[config.mk]
export PLATFORM = sky130hd
export DESIGN_NAME = ysyx_25040109_csr
export DESIGN_NICKNAME = d
export VERILOG_FILES = /design/src/rtl/ysyx_25040109_csr_pkg.sv /design/src/rtl/ysyx_25040109_csr_counter.sv /design/src/rtl/ysyx_25040109_csr.sv
export SDC_FILE = /design/constraint.sdc
export NUM_CORES = 1
export LEC_CHECK = 0
export BUFFER_PORTS_ARGS = -buffer_cell sky130_fd_sc_hd__buf_4
export CAP_MARGIN = 20
export CORE_AREA = 2 2 120 122
export DETAILED_ROUTE_END_ITERATION = 16
export DIE_AREA = 0 0 122 124
export SETUP_SLACK_MARGIN = 0.2
export SLEW_MARGIN = 10
export SYNTH_ARGS = -nofsm -noshare
export SYNTH_HDL_FRONTEND = slang
export SYNTH_SLANG_ARGS = --single-unit
[constraint.sdc]
create_clock -name clk -period 2.7 [get_ports clk]
set_input_delay 0.135 -clock clk [delete_from_list [all_inputs] [get_ports clk]]
set_output_delay 0.135 -clock clk [all_outputs]
set_load 0.05 [all_outputs]
[src/rtl/ysyx_25040109_csr_pkg.sv]
// Shared constants for the machine-mode CSR file: addresses, reset values,
// identification values, trap causes and mstatus bit positions.
package ysyx_25040109_csr_pkg;

    localparam logic [11:0] CSR_MSTATUS   = 12'h300;
    localparam logic [11:0] CSR_MTVEC     = 12'h305;
    localparam logic [11:0] CSR_MEPC      = 12'h341;
    localparam logic [11:0] CSR_MCAUSE    = 12'h342;
    localparam logic [11:0] CSR_MVENDORID = 12'hF11;
    localparam logic [11:0] CSR_MARCHID   = 12'hF12;
    localparam logic [11:0] CSR_MCYCLE    = 12'hB00;
    localparam logic [11:0] CSR_MCYCLEH   = 12'hB80;
    localparam logic [11:0] CSR_MINSTRET  = 12'hB02;
    localparam logic [11:0] CSR_MINSTRETH = 12'hB82;

    localparam logic [31:0] MVENDORID_VAL = 32'h7973_7978;
    localparam logic [31:0] MARCHID_VAL   = 32'h017E_14ED;

    localparam logic [31:0] MSTATUS_RST = 32'h0000_1800;
    localparam logic [31:0] MTVEC_RST   = 32'h0000_0000;
    localparam logic [31:0] MEPC_RST    = 32'h0000_0000;
    localparam logic [31:0] MCAUSE_RST  = 32'h0000_0000;

    localparam logic [31:0] MCAUSE_ECALL_M = 32'd11;

    localparam int MSTATUS_MIE    = 3;
    localparam int MSTATUS_MPIE   = 7;
    localparam int MSTATUS_MPP_LO = 11;

    // Per-cycle action, already prioritised: ecall beats mret beats a write.
    typedef enum logic [1:0] {
        ACT_NONE  = 2'd0,
        ACT_WRITE = 2'd1,
        ACT_ECALL = 2'd2,
        ACT_MRET  = 2'd3
    } csr_act_e;

    // MPP is hardwired to machine mode; only MIE/MPIE hold state.
    function automatic logic [31:0] mstatus_pack(input logic mie, input logic mpie);
        logic [31:0] r;
        r = '0;
        r[MSTATUS_MPP_LO +: 2] = 2'b11;
        r[MSTATUS_MPIE] = mpie;
        r[MSTATUS_MIE] = mie;
        return r;
    endfunction

endpackage

[src/rtl/ysyx_25040109_csr_counter.sv]
// 64-bit free-running counter with independently writable 32-bit halves.
// A write to one half wins over that cycle's increment and leaves the other half alone.
module ysyx_25040109_csr_counter (
    input  logic        clk,
    input  logic        rst_n,
    input  logic        inc,
    input  logic        we_lo,
    input  logic        we_hi,
    input  logic [31:0] wdata,
    output logic [63:0] count
);

    logic [31:0] lo_q;
    logic [31:0] hi_q;

    always_ff @(posedge clk or negedge rst_n) begin
        if (!rst_n) begin
            lo_q <= '0;
            hi_q <= '0;
        end else if (we_lo) begin
            lo_q <= wdata;
        end else if (we_hi) begin
            hi_q <= wdata;
        end else if (inc) begin
            {hi_q, lo_q} <= {hi_q, lo_q} + 64'd1;
        end
    end

    assign count = {hi_q, lo_q};

endmodule

[src/rtl/ysyx_25040109_csr.sv]
// Machine-mode CSR file with combinational read, commit-gated writes and ecall/mret.
// Define YSYX_25040109_CSR_COUNTERS_EN to add the mcycle/minstret counters.
module ysyx_25040109_csr
    import ysyx_25040109_csr_pkg::*;
(
    input  logic        clk,
    input  logic        rst_n,
    input  logic        commit,
    input  logic [11:0] csr_addr,
    input  logic        csr_we,
    input  logic [31:0] csr_wdata,
    input  logic        is_ecall,
    input  logic        is_mret,
    input  logic [31:0] pc,
    output logic [31:0] csr_rdata,
    output logic [31:0] mepc,
    output logic [31:0] mtvec,
    output logic        csr_illegal
);

    logic        mie_q;
    logic        mpie_q;
    logic [31:0] mtvec_q;
    logic [31:0] mepc_q;
    logic [31:0] mcause_q;
    logic        mapped;
    logic        read_only;
    logic        csr_wr;
    csr_act_e    act;

`ifdef YSYX_25040109_CSR_COUNTERS_EN
    logic [63:0] mcycle;
    logic [63:0] minstret;

    ysyx_25040109_csr_counter u_mcycle (
        .clk   (clk),
        .rst_n (rst_n),
        .inc   (1'b1),
        .we_lo (csr_wr && (csr_addr == CSR_MCYCLE)),
        .we_hi (csr_wr && (csr_addr == CSR_MCYCLEH)),
        .wdata (csr_wdata),
        .count (mcycle)
    );

    ysyx_25040109_csr_counter u_minstret (
        .clk   (clk),
        .rst_n (rst_n),
        .inc   (commit),
        .we_lo (csr_wr && (csr_addr == CSR_MINSTRET)),
        .we_hi (csr_wr && (csr_addr == CSR_MINSTRETH)),
        .wdata (csr_wdata),
        .count (minstret)
    );
`endif

    always_comb begin
        mapped    = 1'b1;
        read_only = 1'b0;
        csr_rdata = '0;
        case (csr_addr)
            CSR_MSTATUS:   csr_rdata = mstatus_pack(mie_q, mpie_q);
            CSR_MTVEC:     csr_rdata = mtvec_q;
            CSR_MEPC:      csr_rdata = mepc_q;
            CSR_MCAUSE:    csr_rdata = mcause_q;
            CSR_MVENDORID: begin
                csr_rdata = MVENDORID_VAL;
                read_only = 1'b1;
            end
            CSR_MARCHID: begin
                csr_rdata = MARCHID_VAL;
                read_only = 1'b1;
            end
`ifdef YSYX_25040109_CSR_COUNTERS_EN
            CSR_MCYCLE:    csr_rdata = mcycle[31:0];
            CSR_MCYCLEH:   csr_rdata = mcycle[63:32];
            CSR_MINSTRET:  csr_rdata = minstret[31:0];
            CSR_MINSTRETH: csr_rdata = minstret[63:32];
`endif
            default:       mapped = 1'b0;
        endcase
    end

    assign csr_illegal = !mapped || (csr_we && read_only);

    always_comb begin
        act = ACT_NONE;
        if (commit) begin
            if (is_ecall)                             act = ACT_ECALL;
            else if (is_mret)                         act = ACT_MRET;
            else if (csr_we && mapped && !read_only)  act = ACT_WRITE;
        end
    end

    assign csr_wr = (act == ACT_WRITE);

    always_ff @(posedge clk or negedge rst_n) begin
        if (!rst_n) begin
            mie_q    <= MSTATUS_RST[MSTATUS_MIE];
            mpie_q   <= MSTATUS_RST[MSTATUS_MPIE];
            mtvec_q  <= MTVEC_RST;
            mepc_q   <= MEPC_RST;
            mcause_q <= MCAUSE_RST;
        end else begin
            case (act)
                ACT_ECALL: begin
                    mepc_q   <= pc & ~32'h3;
                    mcause_q <= MCAUSE_ECALL_M;
                    mpie_q   <= mie_q;
                    mie_q    <= 1'b0;
                end
                ACT_MRET: begin
                    mie_q  <= mpie_q;
                    mpie_q <= 1'b1;
                end
                ACT_WRITE: begin
                    case (csr_addr)
                        CSR_MSTATUS: begin
                            mie_q  <= csr_wdata[MSTATUS_MIE];
                            mpie_q <= csr_wdata[MSTATUS_MPIE];
                        end
                        CSR_MTVEC:  mtvec_q  <= csr_wdata & ~32'h3;
                        CSR_MEPC:   mepc_q   <= csr_wdata & ~32'h3;
                        CSR_MCAUSE: mcause_q <= csr_wdata;
                        default:    ;
                    endcase
                end
                default: ;
            endcase
        end
    end

    assign mepc  = mepc_q;
    assign mtvec = mtvec_q;

endmodule

==> summary.txt <==
STA
  – Fin. max-slew vios: 0
  – Final Cycle Share: 0.844
  – Fmax: between 400 and 500 MHz
  – Worst Setup Slack, final: 421 ps
  – Fin crit period: 2280 ps
  – Worst slew pin tran: 676 ps
  – Setup_tns: 0 ps
  – Clock Skew: between 6 and 7 ps
  – Worst hold margin: 25.8 ps
  – Unrepaired setup endpoints after global routing: false
  – Final setup vio count: 0
  – Final Hold Viols: 0
  – Max_slew headroom: 0.549

CTS
  – CTS clk-pin slew, worst paths: ~70 ps
  – TritonCTS buffer count: 9
  – CTS H-tree depth: 3
  – CTS tree: built
  – Postcts setup bufs: 0
  – Root buffer cell: clkbuf_16
  – Clk_lat worst skew: 350 ps
  – CTS resizes: 0
  – CTS Sinks: 94
  – Clock Path Buffers: 2

Setup path
  – Most used cell, CP: buf_4
  – Critical Path AT: roughly 2100 ps
  – WS Path Type: in2out
  – Crit. End Element: output port
  – CP Cell Sequence: buf_4 > or3_4 > or3_1 > nor2_2 > buf_4 > a222oi_1 > nand3_1 > buf_4
  – Worst EP required: roughly 2600 ps
  – Setup crit start kind: input pin
  – CP bufs+invs: 3
  – Reg2Reg Setup Slack: between 1500 and 2000 ps
  – CP Max Fanout: 19
  – Max incr delay on CP: roughly 480 ps
  – Family with the most delay on the worst path: simple AND/OR/NAND/NOR gates
  – CP max stage cell: or3_1

Final layout
  – Layout area overhead: 41.5%
  – Antenna cells: 0
  – Nets: 655
  – Share of layout cells above drive strength 1: 0.427
  – Commonest cells after routing, fill and taps aside: buf_4, dfrtp_1, nand2_1
  – Non-filler instance count after layout: 758
  – Most common cell after layout, fill and taps aside: buf_4

Placed design
  – HPWL Detailed: a little over 10000 um
  – Routability cong.: roughly 0.85
  – I/O Buffers: 172
  – Placed Cells: roughly 740
  – Setup Slack @ Placement: roughly 310 ps

Synth
  – Gate Count Post-Synth: 400
  – Leading area contributor after synthesis: dfrtp_1
  – Post-Synth XOR/XNOR Area: 0.00191
  – Synth warn: 0
  – Seq/Total Area, Yosys: 0.513
  – Ys flop type: dfrtp_1
  – Multiplexer area fraction after synthesis: 0.0737
  – Async SR Flop Fraction: 1.00
  – Simple-gate share of the synthesized area: 0.149
  – Syn avg cell area: about 11 um2
  – Synth Area in Adders: 0
  – Combinational family with the most area after synthesis: compound AO/OA/AOI/OAI gates
  – Top cells by area, synth: dfrtp_1, mux2_2, o221a_1, a22o_1, nand2b_1
  – Yosys top cell area share: 0.513
  – Synth Area in Compound Gates: 0.215
  – Synthesized area: 0.00458 mm2
  – Seq cells post-synth: 94
  – Number of synthesized flops with an enable pin: 0
  – Cell variety after synth: 45

GRT
  – All-Layer GR Usage: 0.202
  – Global-route wire length before repair: 23100 um
  – Initial antenna violation count: 0
  – Largest net degree at the start of global routing: 51
  – Vias in the first global route: about 4100
  – Gr ovfl total: 0

Power
  – Worst vdd ir: between 0.2 and 0.25 mV
  – Leakage: about 0.0032 uW
  – Pwr dens: between 500 and 600 mW/mm2

Detailed routing
  – Via density per instance: around 5.5
  – Post-DRT Antenna Nets: 0
  – DRC: 0
  – DRT iter0 DRCs: 360
  – Initial DRT Pass Iterations: 5
  – Final wirelength: 14800 um
  – WL/cell: 19.5 um
  – Detailed-route via count: 4139

Floorplan
  – Die width: about 120 um
  – Die area: 0.0151 mm2
  – Row cnt: 43
  – Initial Util: 0.334
  – Die Y: 124 um
  – Core Area: ~0.014 mm2
  – # IOs: 179

Run
  – Total of max-cap violations: 0

Outcome
  – Outcome: finished clean

Worst hold path
  – Hold Crit Class: in2reg
[final cells by class]
type | instances | area (um2)
Tap cell | 180 | 225
Timing Repair Buffer | 192 | 1480
Clock inverter | 3 | 42.5
Multi-Input combinational cell | 264 | 2080
Fill cell | 1298 | 7230
Clock buffer | 13 | 260
Inverter | 12 | 45.0
Sequential cell | 94 | 2350
[path summary, 6_finish.rpt]
| check | startpoint | endpoint | depth (start not counted) |
|---|---|---|---|
| max in group asynchronous | rst_n | mtvec[15] | 3 |
| worst max register to register | mie_q | mpie_q | 4 |
| min in group asynchronous | rst_n | mepc[18] | 2 |
| worst min register to register | mcause_q[28] | mcause_q[28] | 1 |
| worst max-delay path | csr_addr[4] | csr_rdata[3] | 8 |
| worst min-delay path | csr_wdata[26] | mcause_q[26] | 2 |
[where the power goes]
part | internal, uW | switching (uW)
sequential | 1470 | 60.6
combinational | 233 | 387
clock | 768 | 535
total | 2470 | 982
[metal layers]
layer	wire length [um]	GRT usage	vias up
li1	-	-	1862
met4	250	0.0826	0
met3	1070	0.0375	15
met5	0	0	-
met1	6450	0.283	2075
met2	6990	0.307	187
[cell usage after synthesis (3+ instances only)]
master and count:
inv_1 12, or3_1 3, dfrtp_1 94, mux2_2 30, a221oi_1 15, a22oi_1 12, and2_1 3, buf_4 4
nand2_1 41, a222oi_1 7, a22o_1 29, nand2b_1 31, nor2_1 8, nand3_1 14, o221a_1 30, buf_2 6
a21oi_1 5, clkbuf_1 20, buf_6 3
[state kept, by name (all words and copies together) (netlist names)]
| name | cells |
|---|---|
| mie_q | 1 |
| mcause_q | 32 |
| mpie_q | 1 |
| mepc | 30 |
| mtvec | 30 |
[cell families (layout without fill, tap and decap cells)]
kind of cell,after synthesis,count (layout)
AOI/OAI and AO/OA,107,107
muxes,30,30
xor gates and xnor gates,1,1
other,1,4
buffers and inverters,45,220
and+or+nand+nor,122,122
DFF,94,94
[stage by stage]
stage,cell area (um2),power (uW),utilization
global route,6490,3590,0.473
detailed placement,6170,2180,0.450
global placement,6170,2170,0.450
floorplan,4600,1880,-
CTS,6490,3490,0.473
finish,6490,3450,0.473
[what timing repair did]
item | in CTS | in global routing
hold endpoints to repair | 49 | 0
endpoints found under the setup margin | 0 | 0
hold buffers | 1 | 0
Power figures use the tool's default switching activity.
